===== src/rtl/keypad_pkg.sv =====
// keypad_pkg
// Shared constants, key codes and FSM state type for the keypad scanner.
// Ports: none (package).
package keypad_pkg;

    localparam int NUM_COLS = 3;
    localparam int NUM_ROWS = 4;

    localparam logic [3:0] KEY_NONE     = 4'd0;
    localparam logic [3:0] KEY_GHOST    = 4'd15;
    localparam logic [3:0] MAX_NOTE_KEY = 4'd8;

    typedef enum logic [1:0] {
        IDLE    = 2'd0,
        PRESSED = 2'd1,
        LOCKED  = 2'd2
    } key_state_t;

    // True for the keys that carry a note (1..8).
    function automatic logic is_note(input logic [3:0] code);
        return (code != KEY_NONE) && (code <= MAX_NOTE_KEY);
    endfunction

endpackage


===== src/rtl/keypad_scanner_if.sv =====
// keypad_scanner_if
// Groups the keypad matrix lines and the game-side key outputs.
// Signals:
//   key_col   - one-hot, active-high column drive (scanner -> matrix)
//   key_row   - row returns, active-high, asynchronous (matrix -> scanner)
//   key_code  - last accepted note key 1..8 (scanner -> game)
//   key_valid - one-clock strobe on a new accepted press
//   key_held  - high while the accepted note key stays pressed
// Modports: master = scanner side, slave = keypad/game side.
interface keypad_scanner_if;
    import keypad_pkg::*;

    logic [NUM_COLS-1:0] key_col;
    logic [NUM_ROWS-1:0] key_row;
    logic [3:0]          key_code;
    logic                key_valid;
    logic                key_held;

    modport master (
        output key_col,
        output key_code,
        output key_valid,
        output key_held,
        input  key_row
    );

    modport slave (
        input  key_col,
        input  key_code,
        input  key_valid,
        input  key_held,
        output key_row
    );

endinterface


===== src/rtl/keypad_debouncer.sv =====
// keypad_debouncer
// Frame-code stability filter: a new code is accepted once it has been seen
// in DEBOUNCE_SCANS consecutive frames.
// Ports:
//   clk, reset      - clock, asynchronous active-low reset
//   frame_code      - code of the frame that completes this cycle
//   frame_done      - qualifies frame_code (one cycle per frame)
//   debounced_code  - last accepted stable code
//   changed         - one-cycle pulse when debounced_code takes a new value
module keypad_debouncer #(
    parameter int DEBOUNCE_SCANS = 4
) (
    input  logic       clk,
    input  logic       reset,
    input  logic [3:0] frame_code,
    input  logic       frame_done,
    output logic [3:0] debounced_code,
    output logic       changed
);
    import keypad_pkg::*;

    localparam int CW = $clog2(DEBOUNCE_SCANS + 1);
    localparam logic [CW-1:0] CNT_MAX = CW'(DEBOUNCE_SCANS);
    localparam logic [CW-1:0] CNT_ONE = CW'(1);

    logic [3:0]    candidate;
    logic [CW-1:0] stable_cnt;
    logic [3:0]    cand_nxt;
    logic [CW-1:0] cnt_nxt;

    always_comb begin
        cand_nxt = candidate;
        cnt_nxt  = stable_cnt;
        if (frame_done) begin
            if (frame_code == candidate) begin
                if (stable_cnt != CNT_MAX)
                    cnt_nxt = stable_cnt + CNT_ONE;
            end else begin
                cand_nxt = frame_code;
                cnt_nxt  = CNT_ONE;
            end
        end
    end

    // The acceptance decision uses the next-state count so the debounced code
    // updates on the same edge that closes the qualifying frame.
    always_ff @(posedge clk or negedge reset) begin
        if (!reset) begin
            candidate      <= KEY_NONE;
            stable_cnt     <= '0;
            debounced_code <= KEY_NONE;
            changed        <= 1'b0;
        end else begin
            candidate  <= cand_nxt;
            stable_cnt <= cnt_nxt;
            changed    <= 1'b0;
            if (frame_done && (cnt_nxt == CNT_MAX) && (cand_nxt != debounced_code)) begin
                debounced_code <= cand_nxt;
                changed        <= 1'b1;
            end
        end
    end

endmodule


===== src/rtl/keypad_scanner.sv =====
// keypad_scanner
// Scans a 3x4 matrix keypad, synchronises and debounces the rows and issues
// one strobe per clean press of a note key (1..8).
// Ports:
//   clk    - system clock
//   reset  - asynchronous, active-low reset
//   kp     - keypad_scanner_if.master (key_col, key_row, key_code,
//            key_valid, key_held)
// Parameters:
//   SCAN_DIV       - clocks per column dwell (>= 4)
//   DEBOUNCE_SCANS - identical frames needed to accept a change (>= 1)
module keypad_scanner #(
    parameter int SCAN_DIV       = 5000,
    parameter int DEBOUNCE_SCANS = 4
) (
    input logic               clk,
    input logic               reset,
    keypad_scanner_if.master  kp
);
    import keypad_pkg::*;

    localparam int DW = $clog2(SCAN_DIV);
    localparam logic [DW-1:0] DIV_LAST = DW'(SCAN_DIV - 1);
    localparam logic [1:0]    COL_LAST = 2'(NUM_COLS - 1);

    logic [NUM_ROWS-1:0] row_meta;
    logic [NUM_ROWS-1:0] row_sync;

    logic [DW-1:0]       div_cnt;
    logic [1:0]          col_idx;
    logic [NUM_COLS-1:0] col_drv;

    // Partial frame result over the columns already scanned:
    // hit count saturated at 2, and the index of the single hit (if any).
    logic [1:0] acc_hits;
    logic [3:0] acc_idx;

    logic       dwell_end;
    logic       frame_end;
    logic [2:0] col_hits_raw;
    logic [1:0] col_hits;
    logic [2:0] hit_sum;
    logic [1:0] merged_hits;
    logic [3:0] col_key;
    logic [3:0] merged_idx;
    logic [3:0] frame_code;

    logic [3:0] debounced_code;
    logic       deb_changed;

    key_state_t state;
    logic [3:0] key_code_q;
    logic       key_valid_q;
    logic       key_held_q;

    always_ff @(posedge clk or negedge reset) begin
        if (!reset) begin
            row_meta <= '0;
            row_sync <= '0;
        end else begin
            row_meta <= kp.key_row;
            row_sync <= row_meta;
        end
    end

    assign dwell_end = (div_cnt == DIV_LAST);
    assign frame_end = dwell_end && (col_idx == COL_LAST);

    always_ff @(posedge clk or negedge reset) begin
        if (!reset) begin
            div_cnt <= '0;
            col_idx <= 2'd0;
            col_drv <= NUM_COLS'(1);
        end else if (dwell_end) begin
            div_cnt <= '0;
            col_idx <= (col_idx == COL_LAST) ? 2'd0 : col_idx + 2'd1;
            col_drv <= {col_drv[NUM_COLS-2:0], col_drv[NUM_COLS-1]};
        end else begin
            div_cnt <= div_cnt + 1'b1;
        end
    end

    // Fold the current column's rows into the running frame result. At the
    // end of the last column this merged value is the frame code itself.
    always_comb begin
        col_hits_raw = 3'($countones(row_sync));
        col_hits     = (col_hits_raw > 3'd1) ? 2'd2 : col_hits_raw[1:0];
        col_key      = KEY_NONE;
        for (int r = 0; r < NUM_ROWS; r++) begin
            if (row_sync[r])
                col_key = 4'(r * NUM_COLS + int'(col_idx) + 1);
        end
        hit_sum     = {1'b0, acc_hits} + {1'b0, col_hits};
        merged_hits = (hit_sum >= 3'd2) ? 2'd2 : hit_sum[1:0];
        merged_idx  = (col_hits != 2'd0) ? col_key : acc_idx;
        case (merged_hits)
            2'd0:    frame_code = KEY_NONE;
            2'd1:    frame_code = merged_idx;
            default: frame_code = KEY_GHOST;
        endcase
    end

    always_ff @(posedge clk or negedge reset) begin
        if (!reset) begin
            acc_hits <= 2'd0;
            acc_idx  <= KEY_NONE;
        end else if (frame_end) begin
            acc_hits <= 2'd0;
            acc_idx  <= KEY_NONE;
        end else if (dwell_end) begin
            acc_hits <= merged_hits;
            acc_idx  <= merged_idx;
        end
    end

    keypad_debouncer #(
        .DEBOUNCE_SCANS(DEBOUNCE_SCANS)
    ) u_debouncer (
        .clk            (clk),
        .reset          (reset),
        .frame_code     (frame_code),
        .frame_done     (frame_end),
        .debounced_code (debounced_code),
        .changed        (deb_changed)
    );

    // The FSM only reacts to debounced changes, so a held key can never
    // produce a second strobe without first passing through code 0.
    always_ff @(posedge clk or negedge reset) begin
        if (!reset) begin
            state       <= IDLE;
            key_code_q  <= KEY_NONE;
            key_valid_q <= 1'b0;
            key_held_q  <= 1'b0;
        end else begin
            key_valid_q <= 1'b0;
            if (deb_changed) begin
                case (state)
                    IDLE: begin
                        if (is_note(debounced_code)) begin
                            state       <= PRESSED;
                            key_code_q  <= debounced_code;
                            key_valid_q <= 1'b1;
                            key_held_q  <= 1'b1;
                        end else if (debounced_code != KEY_NONE) begin
                            state <= LOCKED;
                        end
                    end
                    PRESSED: begin
                        key_held_q <= 1'b0;
                        state      <= (debounced_code == KEY_NONE) ? IDLE : LOCKED;
                    end
                    LOCKED: begin
                        if (debounced_code == KEY_NONE)
                            state <= IDLE;
                    end
                    default: state <= IDLE;
                endcase
            end
        end
    end

    assign kp.key_col   = col_drv;
    assign kp.key_code  = key_code_q;
    assign kp.key_valid = key_valid_q;
    assign kp.key_held  = key_held_q;

endmodule


===== src/flat_wrapper.sv =====
// flat-port wrapper written by rule: the top's interface ports become plain ports
module keypad_scanner_flat import keypad_pkg::*;
#(
    parameter int SCAN_DIV       = 5000,
    parameter int DEBOUNCE_SCANS = 4
)
  (clk, reset, kp_key_col, kp_key_code, kp_key_valid, kp_key_held, kp_key_row);
  keypad_scanner_if kp_i ();
  input logic clk;
  input logic reset;
  output wire logic [$bits(kp_i.key_col)-1:0] kp_key_col;
  output wire logic [$bits(kp_i.key_code)-1:0] kp_key_code;
  output wire logic [$bits(kp_i.key_valid)-1:0] kp_key_valid;
  output wire logic [$bits(kp_i.key_held)-1:0] kp_key_held;
  input wire logic [$bits(kp_i.key_row)-1:0] kp_key_row;
  assign kp_key_col = kp_i.key_col;
  assign kp_key_code = kp_i.key_code;
  assign kp_key_valid = kp_i.key_valid;
  assign kp_key_held = kp_i.key_held;
  assign kp_i.key_row = kp_key_row;
  keypad_scanner #(.SCAN_DIV(SCAN_DIV), .DEBOUNCE_SCANS(DEBOUNCE_SCANS)) u_core (.clk(clk), .reset(reset), .kp(kp_i));
endmodule

===== config.mk =====
export PLATFORM = sky130hd
export DESIGN_NAME = keypad_scanner_flat
export DESIGN_NICKNAME = d
export VERILOG_FILES = /design/src/rtl/keypad_pkg.sv /design/src/rtl/keypad_scanner_if.sv /design/src/rtl/keypad_debouncer.sv /design/src/rtl/keypad_scanner.sv /design/src/flat_wrapper.sv
export SDC_FILE = /design/constraint.sdc
export NUM_CORES = 1
export LEC_CHECK = 0
export BUFFER_PORTS_ARGS = -buffer_cell sky130_fd_sc_hd__clkbuf_2
export CAP_MARGIN = 5
export CORE_MARGIN = 2
export CORE_UTILIZATION = 55
export CTS_CLUSTER_DIAMETER = 150
export DETAILED_ROUTE_END_ITERATION = 12
export PLACE_DENSITY = 0.81
export SYNTH_ARGS = -nofsm -noshare
export SYNTH_HDL_FRONTEND = slang
export SYNTH_SLANG_ARGS = --single-unit

===== constraint.sdc =====
create_clock -name clk -period 5.4 [get_ports clk]
set_clock_uncertainty 0.2 [all_clocks]
set_input_delay 0.54 -clock clk [delete_from_list [all_inputs] [get_ports clk]]
set_output_delay 0.54 -clock clk [all_outputs]
set_load 0.005 [all_outputs]

# Yosys cells after proc, flatten, opt, wreduce, memory -nomap -nowiden

Index checks and enable logic that the tools add are counted.

Bits in registers: 52
Input port bits: 6
Output and inout bits: 9
Word-level logic and storage cells: 88

$add $sub $neg: 14
$lt $le $gt $ge: 3
Equal/unequal tests: 12
Multiplexer cells: 30
Reduce and logical (&&, ||, !) cells: 14

Operators with widths:

| kind                                                                     | number |
|---|---|
| 4-bit 2-to-1 mux                                                         | 9 |
| 2-bit 2-to-1 mux                                                         | 9 |
| 13-bit by 1-bit adder with 13-bit output (second input constant)         | 1 |
| 13-bit == test (second input constant)                                   | 1 |
| 13-bit 2-to-1 mux                                                        | 1 |
| 4-bit by 2-bit adder with 4-bit output (second input constant)           | 3 |
| 3-bit 2-to-1 mux                                                         | 3 |
| 3-bit AND reduction                                                      | 3 |
| 4-bit one-hot mux with 2 select lines                                    | 1 |
| 2-bit one-hot mux with 3 select lines                                    | 1 |
| 2-bit nonzero test                                                       | 3 |
| 1-bit 2-to-1 mux                                                         | 5 |
| 1-bit by 1-bit adder with 2-bit output                                   | 2 |
| 3-bit by 2-bit adder with 4-bit output (first input constant)            | 1 |
| 4-bit by 2-bit adder with 4-bit output (first input constant)            | 1 |
| 2-bit by 1-bit == test with 1-bit output (second input constant)         | 2 |
| 2-bit == test (second input constant)                                    | 2 |
| 4-bit == test                                                            | 1 |
| 4-bit less-or-equal comparator (second input constant)                   | 1 |
| 1-bit logical AND                                                        | 4 |
| 2-bit logical NOT                                                        | 2 |
| 4-bit logical NOT                                                        | 1 |
| 2-bit by 1-bit inequality test with 1-bit output (second input constant) | 2 |
| 4-bit inequality test                                                    | 1 |
| 13 further kinds                                                         | 13 |

# Depth between registers and ports, before layout

Gate-level depths: netlist of the first run.

Depth in word-level cells: 16
Mapped depth: 18
Depth with buffers taken out: 16

# Hierarchy

A second synthesis of the first run with hierarchy kept.

Cells, all modules: 226
Area, all modules: 2633.8 um^2

By module, submodules not included:

| module           | instances | cells each | area an instance (um^2) | seq. area each (um^2) |
|---|---|---|---|---|
| keypad_scanner   | 1         | 175        | 1994.4                  | 1002.2 |
| keypad_debouncer | 1         | 51         | 639.4                   | 300.3 |

# Worst setup path after synthesis of the first run

No wires, ideal clock.

Kind: register to register
From: register u_core.row_sync[2]
To: register u_core.u_debouncer.debounced_code[0]
Setup time: 125 ps
Data arrival time: 4374 ps
Data required time: 5075 ps
Path slack: 701 ps
Stages on the path, launching flop included: 17
Clock period less this slack: 4699 ps
Path through: dfrtp_1 ha_1 ha_1 fa_1 nor2_1 and2_1 ha_1 inv_1 fa_1 nand2_1 nor4_1 a2111oi_0 a311oi_2 a311oi_1 o21ai_0 a31oi_4 mux2_4

Word-level cells in the longest chain between the ends: 15

Ends and longest elaborated chain:

| element                                                                       | line                   | RTL |
|---|---|---|
| start: declaration                                                            | keypad_scanner.sv:27   | `logic [NUM_ROWS-1:0] row_sync;` |
| start signal: assignment                                                      | keypad_scanner.sv:62   | `row_sync <= row_meta;` |
| 1-bit by 1-bit adder with 2-bit output (not written as such)                  | keypad_scanner.sv:86   | `col_hits_raw = 3'($countones(row_sync));` |
| 3-bit adder (not written as such)                                             | keypad_scanner.sv:86   |  |
| 3-bit by 1-bit greater-than comparator with 1-bit output                      | keypad_scanner.sv:87   | `col_hits = (col_hits_raw > 3'd1) ? 2'd2 : col_hits_raw[1:0];` |
| 2-bit 2-to-1 mux                                                              | keypad_scanner.sv:87   |  |
| 2-bit by 2-bit adder with 3-bit output                                        | keypad_scanner.sv:93   | `hit_sum = {1'b0, acc_hits} + {1'b0, col_hits};` |
| 3-bit by 2-bit >= comparator with 1-bit output                                | keypad_scanner.sv:94   | `merged_hits = (hit_sum >= 3'd2) ? 2'd2 : hit_sum[1:0];` |
| 2-bit 2-to-1 mux                                                              | keypad_scanner.sv:94   |  |
| 2-bit by 1-bit == test with 1-bit output or 2-bit logical NOT (tied branches) | keypad_scanner.sv:96   | `case (merged_hits)` |
| 4-bit one-hot mux with 2 select lines *                                       | keypad_scanner.sv:96   |  |
| 4-bit == test                                                                 | keypad_debouncer.sv:35 | `if (frame_code == candidate) begin` |
| 3-bit 2-to-1 mux                                                              | keypad_debouncer.sv:35 |  |
| 3-bit 2-to-1 mux                                                              | keypad_debouncer.sv:34 | `if (frame_done) begin` |
| 3-bit == test                                                                 | keypad_debouncer.sv:57 | `if (frame_done && (cnt_nxt == CNT_MAX) && (cand_nxt != debounced_code)) begin` |
| 1-bit logical AND (2 in a row)                                                | keypad_debouncer.sv:57 |  |
| end signal: assignment                                                        | keypad_debouncer.sv:58 | `debounced_code <= cand_nxt;` |
| end: declaration                                                              | keypad_debouncer.sv:17 | `output logic [3:0] debounced_code,` |

Every way passes the cells marked *; elsewhere a longest branch is shown, timed or not.
A chain may end at the register's enable or synchronous reset.

# Worst setup path in the final report of the first run

Ends and elaborated chain as after synthesis.

==> flow_summary.json, run 1 <==
{
  "dr_total_vias": 2142,
  "synth.area.top_cells": "dfrtp_1, ha_1, nor2_1",
  "detail_route.vias_per_cell": 5.90,
  "clockRootBuffer": "clkbuf_8",
  "crit_arrival_ps": 5130,
  "diodes": 0,
  "cpMostUsedCell": "ha_1",
  "crit_required_ps": 5390,
  "io-pin-count": 15,
  "cts_made_buffers": 5,
  "cp_max_fo": 9,
  "floorplan.die.width_um": 76.9,
  "final-max-slew-violation-count": 0,
  "track_usage": 0.202,
  "maxSlewHeadroom": 0.293,
  "totalWireLength_um": 5660,
  "holdBufCountCts": 0,
  "post_synth.cell_area_avg_um2": 10.5,
  "post_cts.resized_instances": 0,
  "postSynth.asyncResetShare": 1.00,
  "first_pass_iters": 4,
  "hold_path.class": "input pin to async pin",
  "die_area_um2": 5910,
  "cts.clk_slew.worst_paths_ps": 90,
  "cell_chain_of_the_critical_path": "ha_1 > ha_1 > fa_1 > nor2_1 > and2_1 > ha_1 > inv_1 > fa_1 > nand2_1 > buf_4 > nor3b_1 > a211oi_2 > a311oi_2 > a311oi_2 > or3_4 > a31oi_4 > mux2_4",
  "filler_cell_count": 431,
  "synth-seq-cells": 52,
  "vdd_ir_drop_max_mv": 0.229,
  "core_region_area_um2": 5110,
  "overflow": 0,
  "critical-path-slowest-cell": "fa_1",
  "final_nets": 311,
  "gr-max-usage-layer": "met2",
  "synth_flop_cell": "dfrtp_1",
  "ys.warnings.count": 0,
  "tritoncts": "built",
  "report.final.hold_viol_count": 0,
  "worst_setup_path_start_kind": "flop",
  "clock_sink_count": 52,
  "met1_usage": 0.265,
  "port-buffer-count": 14,
  "synthCells": 277,
  "flow.area_growth_from_synthesis_pct": 6.99,
  "initial_utilization": 0.572,
  "worst_slack_ps": 268,
  "insertion_delay_ps": 300,
  "initialDrtViolationCount": 139,
  "post-cts-setup-buffers": 0,
  "grt_first_pass_wirelength_um": 9700,
  "highest_clock_rate_mhz": 195,
  "ant_nets": 0,
  "grt_max_degree": 28,
  "totalNegativeSetupSlack_ps": 0,
  "globalRouteMet2Util": 0.339,
  "maxCapViolations": 0,
  "number_of_global_route_vias_before_repair": 2058,
  "grtUsageMet3": 0.0365,
  "synth-edff-count": 0,
  "std_cell_rows": 26,
  "final_layout_size_suffix_gt1_frac": 0.181,
  "p_leak_nw": 1.42,
  "synth-seq-area-share": 0.446,
  "route.detailed.wl_per_inst_um": 15.6,
  "finalCritPeriodShare": 0.950,
  "tightestPinTransition_ps": 1050,
  "die_h_um": 76.9,
  "setup_violations": 0,
  "critical-path-max-stage-delay_ps": 510,
  "cts_max_level": 2,
  "synthDominantCellAreaShare": 0.437,
  "mappedNetlistNets": 296,
  "leading_area_contributor_after_synthesis": "dfrtp_1",
  "finalCriticalPeriod_ps": 5130,
  "clock_path_buffers": 2,
  "run_status": "finished clean",
  "utilization": 0.611,
  "crit_path_end_kind": "flop",
  "route.detailed.drc": 0,
  "criticalPathCategory": "flop to flop",
  "synth_cell_type_count": 67,
  "final-seq-area_um2": 1300,
  "grt_setup_unrepaired": "no",
  "grt_antenna_before_repair": 0,
  "syn_area_um2": 2920,
  "dp_hpwl_um": 3980,
  "multiInputGateArea_um2": 1480,
  "dp_worst_setup_slack_ps": 315,
  "total_power_uw": 790,
  "powerDensity_nw_per_um2": 253,
  "gp_congestion": 0.894
}
[registers in the layout, indices dropped and copies added, names as in the netlist]
| name | flops |
|---|---|
| u_core.col_idx | 2 |
| u_core.row_meta | 4 |
| u_core.kp.key_col | 3 |
| u_core.acc_hits | 2 |
| u_core.u_debouncer.changed | 1 |
| u_core.kp.key_valid | 1 |
| u_core.div_cnt | 13 |
| u_core.state | 2 |
| u_core.kp.key_held | 1 |
| u_core.kp.key_code | 4 |
| u_core.u_debouncer.stable_cnt | 3 |
| u_core.row_sync | 4 |
| u_core.acc_idx | 4 |
| u_core.u_debouncer.candidate | 4 |
| u_core.u_debouncer.debounced_code | 4 |
[critical path: cells and delay by family (launching register included)]
kind                       cells  cell delay [ps]
AOI/OAI and AO/OA              4              810
and+or+nand+nor                5             1220
buffers and inverters          2              290
muxes                          1              330
adders and majority gates      5             1690
DFF                            1              470
[routing by layer]
metal,part of all wire,up-vias,wire [um]
met1,0.46,1038,2600
met5,0,-,0
met2,0.48,64,2740
met4,0.017,0,95
met3,0.040,9,229
li1,-,1031,-
[logic make-up (layout without fill, tap and decap cells)]
logic type | Yosys count | after routing | share of synthesized area
adder cells (fa/ha/maj) | 13 | 13 | 0.0609
XOR/XNOR | 15 | 15 | 0.0450
buffers and inverters | 21 | 37 | 0.0497
AND/OR/NAND/NOR | 111 | 111 | 0.209
flip-flops | 52 | 52 | 0.446
AO/OA/AOI/OAI | 53 | 53 | 0.142
multiplexers | 12 | 12 | 0.0476
[report_power, final]
part	internal, mW	total, mW	switching (mW)
registers	0.392	0.396	0.00340
clock network	0.140	0.269	0.129
logic	0.0476	0.125	0.0777
total	0.580	0.790	0.210
[final cells by class]
cell class	instances	share of cell area
timing repair buffer	18	0.0321
clock inverter	2	0.0124
inverter	11	0.0132
sequential	52	0.417
clock buffer	6	0.0232
multi-input combinational	204	0.474
tap	70	0.0280
[stage by stage]
stage / instances / instance area, um^2 / hold WS [ps]
floorplan: 277 / 2920 / 44.4
global route: 363 / 3120 / 88.0
detailed placement: 355 / 3000 / 141
global placement: 355 / 3000 / 133
finish: 363 / 3120 / 42.7
CTS: 363 / 3110 / 59.4
[cell usage in the layout (no fill, tap or decap), drive strengths merged, types with 7 or more instances in the layout]
master and instances:
ha 11, a21oi 7, dfrtp 51, o21ai 15, clkbuf 20, nor2 25
mux2 9, nand2 25, nor3 11, inv 12, nand3 14, xor2 10
[cells in the mapped netlist, types with 3 or more instances]
library cell	instances
xnor2_1	5
ha_1	11
a21oi_1	7
nor2_1	25
o21ai_0	13
dfrtp_1	51
or3_4	3
nor2b_1	3
a211oi_1	3
and3_1	5
nand2_1	24
nor3_1	9
nand3_1	14
nor4_1	5
buf_6	3
mux2i_1	3
mux2_2	7
xor2_1	10
nand4bb_1	3
a31oi_1	3
inv_1	11
[worst paths after layout]
| path | start | to | slack, ps | cells past startpoint |
|---|---|---|---|---|
| min in group clk | kp_key_row[3] | u_core.row_meta[3] | 130 | 1 |
| max in group asynchronous | reset | u_core.row_sync[3] | 4170 | 2 |
| worst min-delay path | reset | u_core.kp.key_col[2] | 40 | 1 |
| worst max register to register | u_core.row_sync[2] | u_core.u_debouncer.debounced_code[0] | 270 | 17 |
| worst max-delay path | u_core.row_sync[2] | u_core.u_debouncer.debounced_code[0] | 270 | 17 |
| worst min register to register | u_core.row_meta[0] | u_core.row_sync[0] | 160 | 0 |
Note: power is estimated with default switching activity, not from simulation.
==> inputs of run 2 (changes only) <==
--- a/config.mk
+++ b/config.mk
@@ -12,6 +12,7 @@
 export CTS_CLUSTER_DIAMETER = 150
 export DETAILED_ROUTE_END_ITERATION = 12
 export PLACE_DENSITY = 0.81
+export RECOVER_POWER = 50
 export SYNTH_ARGS = -nofsm -noshare
 export SYNTH_HDL_FRONTEND = slang
 export SYNTH_SLANG_ARGS = --single-unit
==> flow_summary.json, run 2 (synthesis gave the netlist of run 1 again) <==
{
  "worstSetupStartpoint": "u_core.row_sync[2]",
  "flow.area_growth_from_synthesis_pct": 6.77,
  "detail_route.wirelength.met1_um": 2590,
  "die_area_um2": 5910,
  "power.sequential.fraction": 0.501,
  "cts_made_buffers": 5,
  "cpMostUsedCell": "ha_1",
  "p_int_uw": 579,
  "ant_nets": 0,
  "utilization": 0.610,
  "highest_layer": "met4",
  "initial_utilization": 0.572,
  "maxSlewHeadroom": 0.0817,
  "criticalPathCategory": "flop to flop",
  "holdBufCountCts": 0,
  "flip_flop_count_of_the_largest_register_after_layout": 13,
  "final_layout_size_suffix_gt1_frac": 0.171,
  "core_region_area_um2": 5110,
  "crit_arrival_ps": 5120,
  "clock_sink_count": 52,
  "worst_setup_path_start_kind": "flop",
  "diodes": 0,
  "totalNegativeSetupSlack_ps": 0,
  "worstReg2RegStart": "u_core.row_sync[2]",
  "post-cts-setup-buffers": 0,
  "critical-path-slowest-cell": "fa_1",
  "final_nets": 311,
  "cell_chain_of_the_critical_path": "ha_1 > ha_1 > fa_1 > nor2_1 > and2_1 > ha_1 > inv_1 > fa_1 > nand2_1 > buf_4 > nor3b_1 > a211oi_2 > a311oi_2 > a311oi_2 > or3_4 > a31oi_4 > mux2_4",
  "hold_path.class": "input pin to flop",
  "std_cell_rows": 26,
  "totalWireLength_um": 5650,
  "worst-r2r-setup-slack_ps": 270,
  "floorplan.die.width_um": 76.9,
  "highest_clock_rate_mhz": 195,
  "hold_start": "kp_key_row[3]",
  "critical-path-max-stage-delay_ps": 510,
  "net-switching-power_uw": 210,
  "tightestPinTransition_ps": 1380,
  "tritoncts": "built",
  "report.final.hold_viol_count": 0,
  "worst_path_top_cell_family_by_delay": "adder cells",
  "worst-path-stages": 17,
  "crit_path_end_kind": "flop",
  "crit-reg2reg-capture": "u_core.u_debouncer.debounced_code[0]",
  "cts_max_level": 2,
  "grt_setup_unrepaired": "no",
  "sw_frac": 0.266,
  "crit_required_ps": 5390,
  "route.detailed.drc": 0,
  "gp_congestion": 0.894,
  "cp_max_fo": 9,
  "clockRootBuffer": "clkbuf_8",
  "number_of_global_route_vias_before_repair": 2058,
  "grt_first_pass_wirelength_um": 9700,
  "first_pass_iters": 4,
  "vdd_ir_drop_max_mv": 0.229,
  "worst_hold_path.num_cells": 1,
  "overflow": 0,
  "final-max-slew-violation-count": 0,
  "power.share.clock": 0.341,
  "total_power_uw": 789,
  "dr_wl_met2_um": 2720,
  "route.detailed.wl_per_inst_um": 15.6,
  "finalCriticalPeriod_ps": 5130,
  "filler_cell_count": 435,
  "cp.buffers_inverters": 2,
  "layout.cells.most_common": "dfrtp_1",
  "worstHoldEndpoint": "u_core.row_meta[3]",
  "run_status": "finished clean",
  "combPwrFrac": 0.158,
  "insertion_delay_ps": 300,
  "worst-r2r-cell-count": 17,
  "post_cts.resized_instances": 0,
  "detail_route.vias_per_cell": 5.91,
  "setup_violations": 0,
  "p_leak_nw": 1.41,
  "dp_hpwl_um": 3980,
  "grt_antenna_before_repair": 0,
  "grt_max_degree": 28,
  "finalCritPeriodShare": 0.949,
  "wl_met3_um": 219,
  "track_usage": 0.202,
  "cts.clk_slew.worst_paths_ps": 90,
  "dr_total_vias": 2146,
  "initialDrtViolationCount": 153,
  "powerDensity_nw_per_um2": 253,
  "maxCapViolations": 0,
  "die_h_um": 76.9,
  "port-buffer-count": 14,
  "mostFrequentLayoutCells": "dfrtp_1, nor2_1, nand2_1",
  "clock_path_buffers": 2,
  "io-pin-count": 15,
  "reg_with_most_ffs": "u_core.div_cnt"
}
run 2: layout make-up:
class / instances / area, um^2 / area share
inverter: 11 / 41.3 / 0.0132
multi-input combinational: 204 / 1480 / 0.475
clock buffer: 6 / 72.6 / 0.0233
clock inverter: 2 / 38.8 / 0.0124
sequential: 52 / 1300 / 0.418
tap: 70 / 87.6 / 0.0281
timing repair buffer: 18 / 93.8 / 0.0301
run 2: worst max path at each step:
stage	endpoint	slack, ps
after global routing	u_core.u_debouncer.debounced_code[0]	40
after detailed placement	u_core.u_debouncer.debounced_code[0]	320
after global placement	u_core.u_debouncer.debounced_code[0]	520
final	u_core.u_debouncer.debounced_code[0]	270
after CTS	u_core.u_debouncer.debounced_code[0]	250
after floorplan	u_core.u_debouncer.debounced_code[0]	700
run 2: power by group through the flow:
stage	clock, mW	sequential, mW	combinational (mW)
final	0.269	0.396	0.125
after global routing	0.291	0.396	0.137
after CTS	0.277	0.395	0.122
after detailed placement	0	0.403	0.120
after global placement	0	0.403	0.117
after floorplan	0	0.402	0.105
run 2: per-stage QoR:
| step | hold WS [ps] | cells | worst slack [ps] | instance area [um^2] |
|---|---|---|---|---|
| global placement | 133 | 355 | 517 | 3000 |
| finish | 135 | 363 | 274 | 3120 |
| detailed placement | 141 | 355 | 315 | 3000 |
| global route | 121 | 363 | 41.2 | 3120 |
| floorplan | 44.4 | 277 | 701 | 2920 |
| CTS | 59.4 | 363 | 253 | 3110 |
run 2: routing by layer:
layer | vias to the layer above | global-route usage
li1 | 1030 | -
met1 | 1040 | 0.265
met2 | 63 | 0.339
met3 | 13 | 0.0365
met4 | 0 | 0.0691
met5 | - | 0
